--- config.mk ---
export PLATFORM = sky130hd
export DESIGN_NAME = game_turn_controller
export DESIGN_NICKNAME = d
export VERILOG_FILES = /design/src/rtl/c4_pkg.sv /design/src/rtl/c4_column_heights.sv /design/src/rtl/game_turn_controller.sv
export SDC_FILE = /design/constraint.sdc
export NUM_CORES = 1
export LEC_CHECK = 0
export CAP_MARGIN = 10
export CELL_PAD_IN_SITES_DETAIL_PLACEMENT = 1
export CELL_PAD_IN_SITES_GLOBAL_PLACEMENT = 2
export CORE_UTILIZATION = 28
export DETAILED_ROUTE_END_ITERATION = 10
export MAX_ROUTING_LAYER = met4
export PLACE_DENSITY_LB_ADDON = 0.05
export SLEW_MARGIN = 5
export SYNTH_ARGS = -nofsm -noshare
export SYNTH_HDL_FRONTEND = slang
export SYNTH_SLANG_ARGS = --single-unit
--- constraint.sdc ---
create_clock -name clk -period 5.1 [get_ports clk]
set_clock_uncertainty 0.2 [all_clocks]
set_input_delay 0.765 -clock clk [delete_from_list [all_inputs] [get_ports clk]]
set_output_delay 0.765 -clock clk [all_outputs]
set_load 0.01 [all_outputs]
--- src/rtl/c4_pkg.sv ---
// c4_pkg: shared Connect-4 board dimensions, board type and turn FSM states
package c4_pkg;
  localparam int ROWS = 6;
  localparam int COLS = 7;
  localparam int CELLS = ROWS * COLS;
  localparam int HW = $clog2(ROWS + 1);
  localparam int MW = $clog2(CELLS + 1);
  typedef logic [ROWS-1:0][COLS-1:0] board_t;
  typedef enum logic [1:0] {IDLE, CHECK, EVAL, OVER} state_t;
endpackage

--- src/rtl/c4_column_heights.sv ---
// c4_column_heights: per-column fill counters with full flags, clear and increment-on-select
module c4_column_heights
  import c4_pkg::*;
(
  input  logic                     clk,
  input  logic                     rst,
  input  logic                     clear_i,
  input  logic                     inc_i,
  input  logic [2:0]               sel_i,
  output logic [COLS-1:0][HW-1:0]  height_o,
  output logic [COLS-1:0]          full_o
);
  logic [COLS-1:0][HW-1:0] h_q, h_d;
  always_comb begin
    h_d = h_q;
    full_o = '0;
    for (int c = 0; c < COLS; c++) begin
      h_d[c] = h_q[c] + HW'(inc_i && sel_i == 3'(c));
      full_o[c] = h_q[c] == HW'(ROWS);
    end
  end
  always_ff @(posedge clk) begin
    if (rst || clear_i) h_q <= '0;
    else h_q <= h_d;
  end
  assign height_o = h_q;
endmodule

--- src/rtl/game_turn_controller.sv ---
// game_turn_controller: Connect-4 turn sequencer owning boards, heights, player and move count
module game_turn_controller
  import c4_pkg::*;
(
  input  logic                       clk,
  input  logic                       reset,
  input  logic                       newGame,
  input  logic                       dropValid,
  input  logic [2:0]                 dropCol,
  input  logic                       weHaveAWinner,
  output logic                       ready,
  output logic                       moveAccept,
  output logic                       moveReject,
  output logic [ROWS-1:0][COLS-1:0]  board0,
  output logic [ROWS-1:0][COLS-1:0]  board1,
  output logic                       currentPlayer,
  output logic                       winEnable,
  output logic                       gameOver,
  output logic                       winner,
  output logic                       draw
);
  state_t state_q, state_d;
  board_t b0_q, b0_d, b1_q, b1_d, place;
  logic [MW-1:0] cnt_q, cnt_d;
  logic cur_q, cur_d, win_q, win_d, draw_q, draw_d, acc_q, rej_q, acc, rej, sel_full;
  logic [COLS-1:0][HW-1:0] heights;
  logic [COLS-1:0] full;
  logic [HW-1:0] h_sel;

  c4_column_heights u_heights (
    .clk      (clk),
    .rst      (reset),
    .clear_i  (newGame),
    .inc_i    (acc),
    .sel_i    (dropCol),
    .height_o (heights),
    .full_o   (full)
  );

  // an out-of-range column never matches, so it reads as full and is rejected
  always_comb begin
    h_sel = '0;
    sel_full = 1'b1;
    for (int c = 0; c < COLS; c++)
      if (dropCol == 3'(c)) begin
        h_sel = heights[c];
        sel_full = full[c];
      end
  end

  assign acc = state_q == IDLE && dropValid && !sel_full;
  assign rej = state_q == IDLE && dropValid && sel_full;
  assign place = board_t'(1) << (int'(h_sel) * COLS + int'(dropCol));

  always_comb begin
    state_d = state_q;
    cur_d = cur_q;
    b0_d = b0_q;
    b1_d = b1_q;
    cnt_d = cnt_q;
    win_d = win_q;
    draw_d = draw_q;
    case (state_q)
      IDLE: if (acc) begin
        state_d = CHECK;
        b0_d = cur_q ? b0_q : b0_q | place;
        b1_d = cur_q ? b1_q | place : b1_q;
        cnt_d = cnt_q + MW'(1);
      end
      CHECK: state_d = EVAL;
      EVAL: begin
        state_d = (weHaveAWinner || cnt_q == MW'(CELLS)) ? OVER : IDLE;
        win_d = weHaveAWinner & cur_q;
        draw_d = !weHaveAWinner && cnt_q == MW'(CELLS);
        cur_d = (weHaveAWinner || cnt_q == MW'(CELLS)) ? cur_q : !cur_q;
      end
      default: ;
    endcase
  end

  always_ff @(posedge clk) begin
    if (reset || newGame) begin
      state_q <= IDLE;
      cur_q <= 1'b0;
      b0_q <= '0;
      b1_q <= '0;
      cnt_q <= '0;
      win_q <= 1'b0;
      draw_q <= 1'b0;
      acc_q <= 1'b0;
      rej_q <= 1'b0;
    end else begin
      state_q <= state_d;
      cur_q <= cur_d;
      b0_q <= b0_d;
      b1_q <= b1_d;
      cnt_q <= cnt_d;
      win_q <= win_d;
      draw_q <= draw_d;
      acc_q <= acc;
      rej_q <= rej;
    end
  end

  assign ready = state_q == IDLE;
  assign winEnable = state_q == CHECK;
  assign gameOver = state_q == OVER;
  assign moveAccept = acc_q;
  assign moveReject = rej_q;
  assign board0 = b0_q;
  assign board1 = b1_q;
  assign currentPlayer = cur_q;
  assign winner = win_q;
  assign draw = draw_q;
endmodule

==> results of run 1 <==
==> cell usage in the layout (no fill, tap or decap), types with 3 or more instances in the layout <==
cell and instances:
sky130_fd_sc_hd__nor3_1 8, sky130_fd_sc_hd__clkinv_4 5, sky130_fd_sc_hd__nand3b_1 3, sky130_fd_sc_hd__inv_1 11, sky130_fd_sc_hd__buf_4 43, sky130_fd_sc_hd__o21ai_1 12
sky130_fd_sc_hd__buf_12 4, sky130_fd_sc_hd__nand2b_1 9, sky130_fd_sc_hd__clkinvlp_4 3, sky130_fd_sc_hd__ha_1 30, sky130_fd_sc_hd__or2_2 4, sky130_fd_sc_hd__a32o_1 3
sky130_fd_sc_hd__a21o_1 3, sky130_fd_sc_hd__o21ai_0 47, sky130_fd_sc_hd__buf_6 3, sky130_fd_sc_hd__nor2_1 32, sky130_fd_sc_hd__nand2_1 81, sky130_fd_sc_hd__mux2i_1 6
sky130_fd_sc_hd__a21oi_1 12, sky130_fd_sc_hd__inv_6 4, sky130_fd_sc_hd__clkbuf_16 17, sky130_fd_sc_hd__and3_1 5, sky130_fd_sc_hd__nor2b_1 3, sky130_fd_sc_hd__dfxtp_1 118
sky130_fd_sc_hd__nand4_1 3, sky130_fd_sc_hd__o31ai_1 3, sky130_fd_sc_hd__clkdlybuf4s50_1 97, sky130_fd_sc_hd__xnor2_1 8, sky130_fd_sc_hd__a22o_1 35, sky130_fd_sc_hd__nand3_1 4
sky130_fd_sc_hd__fa_1 3, sky130_fd_sc_hd__and2_1 15, sky130_fd_sc_hd__or3_1 6
==> worst max-delay path, delay by kind of cell <==
kind	cells	cell delay [ns]
compound gates	3	0.68
xor+xnor	1	0.18
fa+ha+maj	3	1.40
buf+inv	4	0.90
simple gates	4	1.04
==> kinds of logic (layout without fill, tap and decap cells) <==
family / count (synthesis) / after routing / synth area share, %
AND/OR/NAND/NOR: 192 / 192 / 19.5
adder cells (fa/ha/maj): 34 / 34 / 9.08
buffers and inverters: 36 / 193 / 3.17
AO/OA/AOI/OAI: 132 / 132 / 18.0
multiplexers: 8 / 8 / 1.62
flip-flops: 118 / 118 / 47.1
XOR/XNOR: 9 / 9 / 1.57
==> layer usage <==
metal	track usage, %	wire (um)
met4	5.81	139
met1	23.8	7570
met2	26.0	6680
met3	4.40	592
met5	-	0
==> registers in the layout, summed over array words and instances (netlist names) <==
name / cells
draw: 1
cnt_q: 6
board1: 42
board0: 42
winner: 1
state_q: 2
moveReject: 1
moveAccept: 1
u_heights.height_o: 21
currentPlayer: 1
==> through the flow <==
stage / std cells / area (um2) / power [uW]
CTS: 910 / 7230 / 2330
floorplan: 529 / 5020 / 1060
global route: 911 / 7290 / 2410
finish: 911 / 7290 / 2310
global placement: 874 / 6540 / 1160
detailed placement: 874 / 6540 / 1160
==> worst min path at each step <==
stage / startpoint / end
3_5_place_dp: board1[10] / board1[10]
4_1_cts: board1[1] / board1[1]
6_report: board0[7] / board0[7]
2_1_floorplan: cnt_q[5] / cnt_q[5]
5_1_grt: board1[5] / board1[5]
3_3_place_gp: board0[0] / board0[0]
==> power by group <==
group	switching (uW)	leakage, uW	internal (uW)
clock network	466	0.000276	694
logic	132	0.00158	87.2
registers	3.38	0.000951	926
total	601	0.00281	1710
==> synth_stat cells (3+ instances only) <==
library cell / instances / area, um2
sky130_fd_sc_hd__dfxtp_1: 118 / 2360
sky130_fd_sc_hd__nand2_1: 81 / 304
sky130_fd_sc_hd__o21ai_0: 49 / 245
sky130_fd_sc_hd__a22o_1: 35 / 307
sky130_fd_sc_hd__nor2_1: 33 / 124
sky130_fd_sc_hd__ha_1: 30 / 375
sky130_fd_sc_hd__clkbuf_1: 17 / 63.8
sky130_fd_sc_hd__and2_1: 15 / 93.8
sky130_fd_sc_hd__a21oi_1: 13 / 65.1
sky130_fd_sc_hd__inv_1: 11 / 41.3
sky130_fd_sc_hd__o21ai_1: 10 / 50.1
sky130_fd_sc_hd__nand2b_1: 9 / 56.3
sky130_fd_sc_hd__nor3_1: 9 / 45.0
sky130_fd_sc_hd__xnor2_1: 8 / 70.1
sky130_fd_sc_hd__mux2i_1: 7 / 70.1
sky130_fd_sc_hd__and3_1: 6 / 37.5
sky130_fd_sc_hd__or3_1: 6 / 37.5
sky130_fd_sc_hd__buf_2: 4 / 20.0
sky130_fd_sc_hd__fa_1: 4 / 80.1
sky130_fd_sc_hd__nand3_1: 4 / 20.0
sky130_fd_sc_hd__nor2b_1: 4 / 25.0
sky130_fd_sc_hd__or2_2: 4 / 25.0
sky130_fd_sc_hd__a21o_1: 3 / 22.5
sky130_fd_sc_hd__a32o_1: 3 / 30.0
sky130_fd_sc_hd__nand3b_1: 3 / 22.5
sky130_fd_sc_hd__nand4_1: 3 / 18.8
sky130_fd_sc_hd__o31ai_1: 3 / 22.5
==> layout make-up <==
type                    count  share of cell area (%)
flip-flops and latches    118                    32.4
repair buffers            150                    19.7
clock buffers              18                    6.02
clock inverters            14                    1.96
well taps                 225                    3.86
multi-input cells         375                    35.5
inverters                  11                   0.566
==> what timing repair did <==
item,in CTS,in global routing
gates cloned,1,0
resized for setup,11,14
pin swaps,6,3
endpoints found under the setup margin,83,63
buffers inserted,3,1
==> flow_results.org, run 1 <==
** Status
- Outcome :: completed

** Route
- DRT Wirelength :: 15,000 um
- Detailed Routing Iterations Pass 1 :: 4
- For this block, the initial DRC count from the detailed router was 166.
- Routed length per instance :: 16.4 um
- Total DRC errors in the routed layout :: 0
- In this run the remaining antenna-violating nets after routing total 0.
- Dividing the detail-routed via count by the number of cells gives 4.80.
- Detailed routing inserted a total of 4,370 vias.

** Placement
- Post-DP HPWL :: 10,700 um
- Before CTS, the worst setup slack after placement is -0.746 ns.
- Buffers placed on the I/O ports in this run total 99.
- Global placer's final weighted congestion :: 0.785

** Final layout
- Across the whole layout, storage elements account for 2360 um2.
- Once layout is complete, the utilization of the core stands at 41.9%.
- Net count, final :: 715
- Multi-input combinational cell area :: 2590 um2
- 0 antenna diodes ended up in the layout.
- Fraction of final layout cells sized beyond drive strength 1 :: 15.6%
- After filler insertion, the fill cell instance count of the layout stands at 1,988.
- From synthesis to final layout, the design area changed by 45.4%.

** Yosys
- Each instance of the synthesized netlist takes up on average 9.48 um2.
- The mapped netlist covers 5010 um2.
- Instance count of the mapped netlist :: 529
- Flip-flop and latch count after synthesis :: 118
- Number of enable flip-flop cells after synthesis :: 0
- Post-synthesis net count :: 571
- Predominant post-synthesis flop cell :: sky130_fd_sc_hd__dfxtp_1
- After synthesis, the netlist uses 54 different library cells.
- Share of synthesized flip-flops with an asynchronous set or reset :: 0%
- For this run, the register share of the synthesized area comes to 47.1%.
- Yosys printed 0 warnings.

** STA
- Setup repair after global routing left no endpoint under its margin.
- The worst path meets setup with 0.269 ns of slack.
- Total of endpoints with negative setup slack in the final report :: 0
- Static timing analysis puts the maximum clock frequency at 207 MHz.
- The final critical path takes up 94.7% of the cycle.
- Hold is met by 0.252 ns.
- The worst pin sits at a relative slew slack of 33.0%.
- The final max-slew violation count came to 0.
- For the finished layout, the period the worst path requires is 4.83 ns.
- Final count of hold timing violations :: 0
- At the pin with the least slew margin, the transition time is 1.00 ns.
- Adding up every negative setup slack in the final design gives 0 ns.

** Min path
- Worst hold-check path type :: flop to flop
- Counting instances, the worst hold path has a depth of 2.

** GRT
- Global routing consumed, over all layers together, 17.8% of the routing resources.
- Entering global routing, the biggest net connects 102 pins.
- The number of antenna violations at the first check in global routing was 0.
- Summed over all layers, the global routing overflow is 0.
- The first global-routing pass estimated 24,200 um of wire.
- The via count of the first global-routing pass came to 4,477.

** Pwr
- Leakage power figure :: 0.00281 uW
- VDD sags by at most 0.237 mV.
- Power spread over the standard cell area amounts to 317 nW/um2.

** Worst setup path
- The largest individual stage delay along the critical path comes from the cell sky130_fd_sc_hd__fa_2.
- Critical Path Sink Type :: flop
- Worst Reg-to-Reg Cells :: 15
- By startpoint and endpoint, the worst setup path is classified as input pin to flop.
- CP cell instances :: clkdlybuf4s50_1 -> buf_4 -> and2b_2 -> a2111oi_4 -> buf_4 -> a21o_1 -> fa_1 -> fa_2 -> fa_1 -> buf_4 -> xor2_1 -> or2_2 -> nor3_1 -> nand2_1 -> o21ai_0
- Counting stages on the worst path, the most repeated cell is sky130_fd_sc_hd__buf_4.
- The worst register-to-register path begins at u_heights.height_o[10].
- STA classifies the critical path startpoint as an input pin.
- Along the worst path, the maximum fanout reaches 10.
- Crit. Startpoint :: dropCol[0]
- Data arrival time of the worst path :: 4.97 ns
- The most critical setup path has its endpoint at board1[34].
- The endpoint identified for the worst register-to-register timing path is board1[34].
- For this run, the slowest stage of the critical path takes 0.50 ns.
- Required time worst endpoint :: 5.24 ns
- In this run the register-to-register setup slack is 0.54 ns.

** CTS
- Number of buffers inserted for hold repair after clock tree synthesis :: 0
- CTS tree :: done
- Maximum number of buffers from clock root to sink :: 2
- Worst-path clk slew :: 0.06 ns
- Sink count of the clock tree :: 118
- CTS H-tree depth :: 4
- Buffers inserted during clock tree synthesis total 17.
- In this run the clock root is driven by a sky130_fd_sc_hd__clkbuf_16.
- Insertion delay of the later-clocked pin in the worst-skew pair :: 0.42 ns

** Floorplanning
- Number of primary I/O pins :: 100
- In this run the standard cell core region covers 17,400 um2.
- Row count :: 48
- The floorplan step set the die height to 136 um.
- X dimension of the die :: 136 um
- The die covers 18,400 um2.
- The initial utilization of the core area, before any placement, comes to 28.8%.

** Flow run
- Max-cap violations in this run came to 0.
Power figures use the tool's default switching activity.
==> run 2, diff against run 1 <==
- HOLD_SLACK_MARGIN: not set -> 0.1
==> results of run 2 <==
No change in the layout: final DEF, timing and power equal those of run 1.
==> run 3, diff against run 2 <==
- CORE_UTILIZATION: 28 -> 29
- SYNTH_HIERARCHICAL: not set -> 1
==> run 3 against run 2 <==
  * Count of clock-buffer cells in the layout decreased by 1
  * Power up 14%
  * Largest cell class unchanged
  * Critical path depth unchanged
==> flow_results.org, run 3 <==
** Floorplanning
- Row count :: 48 (unchanged)
- The core footprint came to 17,300 um2 (-0.69%).
- Area of the die :: 18,200 um2 (-1.2%)
- Starting density of the core :: 29.7% (+0.86 points)
- The die span in x was 135 um (-0.62%).
- The die outline height was 135 um (-0.62%).
- Number of primary I/O pins :: 100 (unchanged)

** Pwr
- The sequential cell fraction of total power was 35.2% (-5.1 points).
- The fraction of power spent switching nets is 25.3% (-0.74 points).
- Combinational share of power :: 11.4% (+1.9 points)
- P_int :: 1970 uW (+15%)
- Net switching power of the design :: 667 uW (+11%)
- Power Density :: 360 nW/um2 (+14%)
- Clock network fraction of design power :: 53.4% (+3.1 points)
- The peak ir drop on the vdd network was 0.225 mV (-5.2%).
- The static leakage was 0.00292 uW (+4.0%).

** STA
- The final max-slew violation count is 0 (unchanged).
- The tightest slew margin relative to the limit is 50.1% (+17 points).
- Tmin final :: 4.90 ns (+0.0687 ns)
- The maximum clock frequency came to 204 MHz (-1.4%).
- Least-Margin Pin Slew :: 0.746 ns (-0.259 ns)
- Total of endpoints with negative setup slack in the final report :: 0 (unchanged)
- Share of the cycle needed by the critical path after routing :: 96.1% (+1.3 points)
- The number of hold violations in the final report was 0 (unchanged).

** CTS
- Num CTS Buffers :: 17 (unchanged)
- Maximum number of buffers from clock root to sink :: 2 (unchanged)
- CTS H-tree depth :: 4 (unchanged)
- The clock net sink count was 118 (unchanged).
- Worst-path clk slew :: 0.06 ns (about the same)
- Insertion delay of the later-clocked pin in the worst-skew pair :: 0.42 ns (about the same)
- Clock tree root driver cell :: sky130_fd_sc_hd__clkbuf_16
- TritonCTS built the clock tree.

** Yosys
- Area share of the leading cell type in the synthesized netlist :: 46.1% (-1.0 points)
- The fraction of registers with async set/reset was 0% (unchanged).
- Basic-gate share of the synthesized area counting and, or, nand and nor cells :: 16.2% (-3.3 points)
- Adder and majority gate portion of the synthesized area :: 8.88% (-0.20 points)
- The total of warnings raised by yosys was 6 (+6).
- Predominant post-synthesis flop cell :: sky130_fd_sc_hd__dfxtp_1
- The post-synthesis compound-gate area fraction is 19.9% (+1.9 points).
- The xor and xnor area share after synthesis came to 1.88% (+0.31 points).
- Flip-flop and latch count after synthesis :: 118 (unchanged)
- Post-synthesis area per instance :: 10.2 um2 (+7.1%)
- Post-synthesis net count :: 547 (-4.2%)
- Sequential share of the synthesized area :: 46.1% (-1.0 points)
- The mux contribution to synthesized area came to 2.95% (+1.3 points).
- Mapped cell area :: 5130 um2 (+2.3%)
- The count of flip-flops with a built-in enable after synthesis is 0 (unchanged).
- Main combinational cell family by area after synthesis :: compound AO/OA/AOI/OAI gates
- Largest cells by area after synthesis :: sky130_fd_sc_hd__dfxtp_1 46%, sky130_fd_sc_hd__a32o_1 8.4%, sky130_fd_sc_hd__ha_1 7.3%
- Summed over all instances, the cell type with the most area after synthesis is sky130_fd_sc_hd__dfxtp_1.
- The number of instances in the synthesized netlist was 505 (-4.5%).
- Most common cell in the synthesized netlist :: sky130_fd_sc_hd__dfxtp_1
- The count of unique library cells instantiated by Yosys is 54 (unchanged).
- By count the netlist is led by 118 x sky130_fd_sc_hd__dfxtp_1, 50 x sky130_fd_sc_hd__nand2_1, 43 x sky130_fd_sc_hd__a32o_1.

** Route
- Drt via density :: 4.98 (+3.8%)
- Detailed-route via count :: 4,332 (-0.87%)
- Total DRC errors in the routed layout :: 0 (unchanged)
- Routed length per instance :: 17.7 um (+7.4%)
- Post-route ant nets :: 0 (unchanged)
- DRT Wirelength :: 15,400 um (+2.6%)
- Initial drt markers :: 169 (+1.8%)
- The first-pass iteration count of the detailed router came to 4 (unchanged).

** Worst setup path
- The worst register-to-register path begins at u_heights/height_o[7].
- The length in cells of the worst reg-to-reg path came to 14 (-1).
- The worst setup path is of the input pin to flop kind.
- The worst reg-to-reg setup slack is 0.75 ns (+0.21 ns).
- Data arrival time of the worst path :: 5.06 ns (+0.09 ns)
- STA classifies the critical path endpoint as a flop.
- The worst register-to-register path ends at board1[17].
- The required time at the worst-slack endpoint was 5.26 ns (+0.02 ns).
- The worst setup path is launched from an input pin.
- Max FO, Critical Path :: 16 (+6)

** Min path
- The path with the worst hold slack has its endpoint at board1[33].
- In this run the most critical hold path is launched from board1[33].
- Number of instances on the worst hold path :: 2 (unchanged)
- Worst hold-check path type :: flop to flop

** Final layout
- Fraction of final layout cells sized beyond drive strength 1 :: 17.4% (+1.8 points)
- The core occupancy in the finished layout came to 42.3% (+0.46 points).
- Area growth from synthesis to layout :: 42.8%
- Net count, final :: 674 (-5.7%)
- The design area came to 7320 um2 (+0.41%).
- Count of antenna diodes in the layout :: 0 (unchanged)
- The library cell used most frequently in the layout, excluding fill and tap cells, is sky130_fd_sc_hd__dfxtp_1.
- The library cells used most frequently in the layout, excluding fill and tap cells, are 118 x sky130_fd_sc_hd__dfxtp_1, 98 x sky130_fd_sc_hd__clkdlybuf4s50_1, 50 x sky130_fd_sc_hd__nand2_1, 43 x sky130_fd_sc_hd__a32o_1.

** Placement
- Area of placed instances :: 6570 um2 (+0.44%)
- Global placer's final weighted congestion :: 0.729 (-7.2%)
- Post-DP HPWL :: 10,500 um (-1.9%)
- Number of buffers added on ports :: 99 (unchanged)

** GRT
- Wire length of the first global-routing pass :: 24,100 um (-0.65%)
- Remaining Overflow, GRT :: 0 (unchanged)
- The overall track demand over capacity in global routing is 17.9% (+0.17 points).
- The number of antenna violations at the first check in global routing was 0 (unchanged).
- Number of global-route vias before repair :: 4,387 (-2.0%)
- Maximum number of pins on one net before global-route repair :: 36 (-65%)

** Status
- The run finished with clean final reports.

** Flow run
- Number of maximum-capacitance constraint violations :: 0 (unchanged)
run 3: worst max-delay path by stage:
| stage | startpoint | end | slack (ns) | cells past startpoint |
|---|---|---|---|---|
| after global routing | dropCol[2] | board0[28] | -0.006 | 14 |
| after CTS | dropCol[1] | board0[19] | 0.09 | 16 |
| after global placement | dropCol[1] | board0[28] | -0.28 | 15 |
| final | dropCol[0] | board1[17] | 0.20 | 15 |
| after detailed placement | dropCol[1] | board0[28] | -0.34 | 16 |
| after floorplan | dropCol[1] | board0[24] | 0.11 | 15 |
run 3: worst max-delay path, cell delays in order:
cell and delay, ns:
sky130_fd_sc_hd__clkdlybuf4s50_1 0.48, sky130_fd_sc_hd__nor2b_1 0.21, sky130_fd_sc_hd__o2bb2ai_1 0.15, sky130_fd_sc_hd__a222oi_1 0.14, sky130_fd_sc_hd__o21bai_2 0.21, sky130_fd_sc_hd__a221o_1 0.36, sky130_fd_sc_hd__fa_1 0.54, sky130_fd_sc_hd__fa_1 0.46
sky130_fd_sc_hd__fa_2 0.41, sky130_fd_sc_hd__a21o_1 0.18, sky130_fd_sc_hd__or3b_1 0.40, sky130_fd_sc_hd__a21oi_2 0.16, sky130_fd_sc_hd__o211a_4 0.23, sky130_fd_sc_hd__buf_12 0.16, sky130_fd_sc_hd__a32o_1 0.17
run 3: power groups by stage:
stage | combinational, uW | clock, uW | sequential (uW)
floorplan | 164 | 0 | 951
global placement | 286 | 0 | 950
detailed placement | 292 | 0 | 950
CTS | 293 | 1440 | 930
global route | 327 | 1490 | 930
finish | 300 | 1410 | 930
run 3: final cells by class:
cell class,count,area (um2)
timing repair buffer,142,1370
clock inverter,15,262
clock buffer,17,425
inverter,11,41.3
fill,1924,9970
multi-input combinational,342,2580
tap,225,282
sequential,118,2360
run 3: through the flow:
| stage | power, uW | setup TNS, ns | setup slack, ns | hold WS, ns | cells |
|---|---|---|---|---|---|
| 6_report | 2640 | 0 | 0.201 | 0.244 | 870 |
| 2_1_floorplan | 1110 | 0 | 0.109 | 0.252 | 505 |
| 3_5_place_dp | 1240 | -21.26 | -0.337 | 0.240 | 835 |
| 3_3_place_gp | 1240 | -17.26 | -0.279 | 0.234 | 835 |
| 4_1_cts | 2670 | 0 | 0.0863 | 0.248 | 867 |
| 5_1_grt | 2750 | -0.0191 | -0.00551 | 0.270 | 870 |
run 3: timing repair:
action                     CTS  global route
hold buffers                 0             0
resized for setup            0             6
buffers inserted             0             1
setup endpoints to repair    0            76
run 3: cell families after synthesis:
| kind of cell | after synthesis |
|---|---|
| mux | 12 |
| simple gates | 164 |
| xor+xnor | 11 |
| fa+ha+maj | 34 |
| buf+inv | 45 |
| flops | 118 |
| compound gates | 121 |
run 3: layer usage:
layer	track usage, %	routed length, um	vias to the layer above
met2	27.6	7070	83
met5	-	0	-
met1	23.2	7570	2115
met4	6.18	239	0
li1	-	-	2115
met3	3.98	493	19
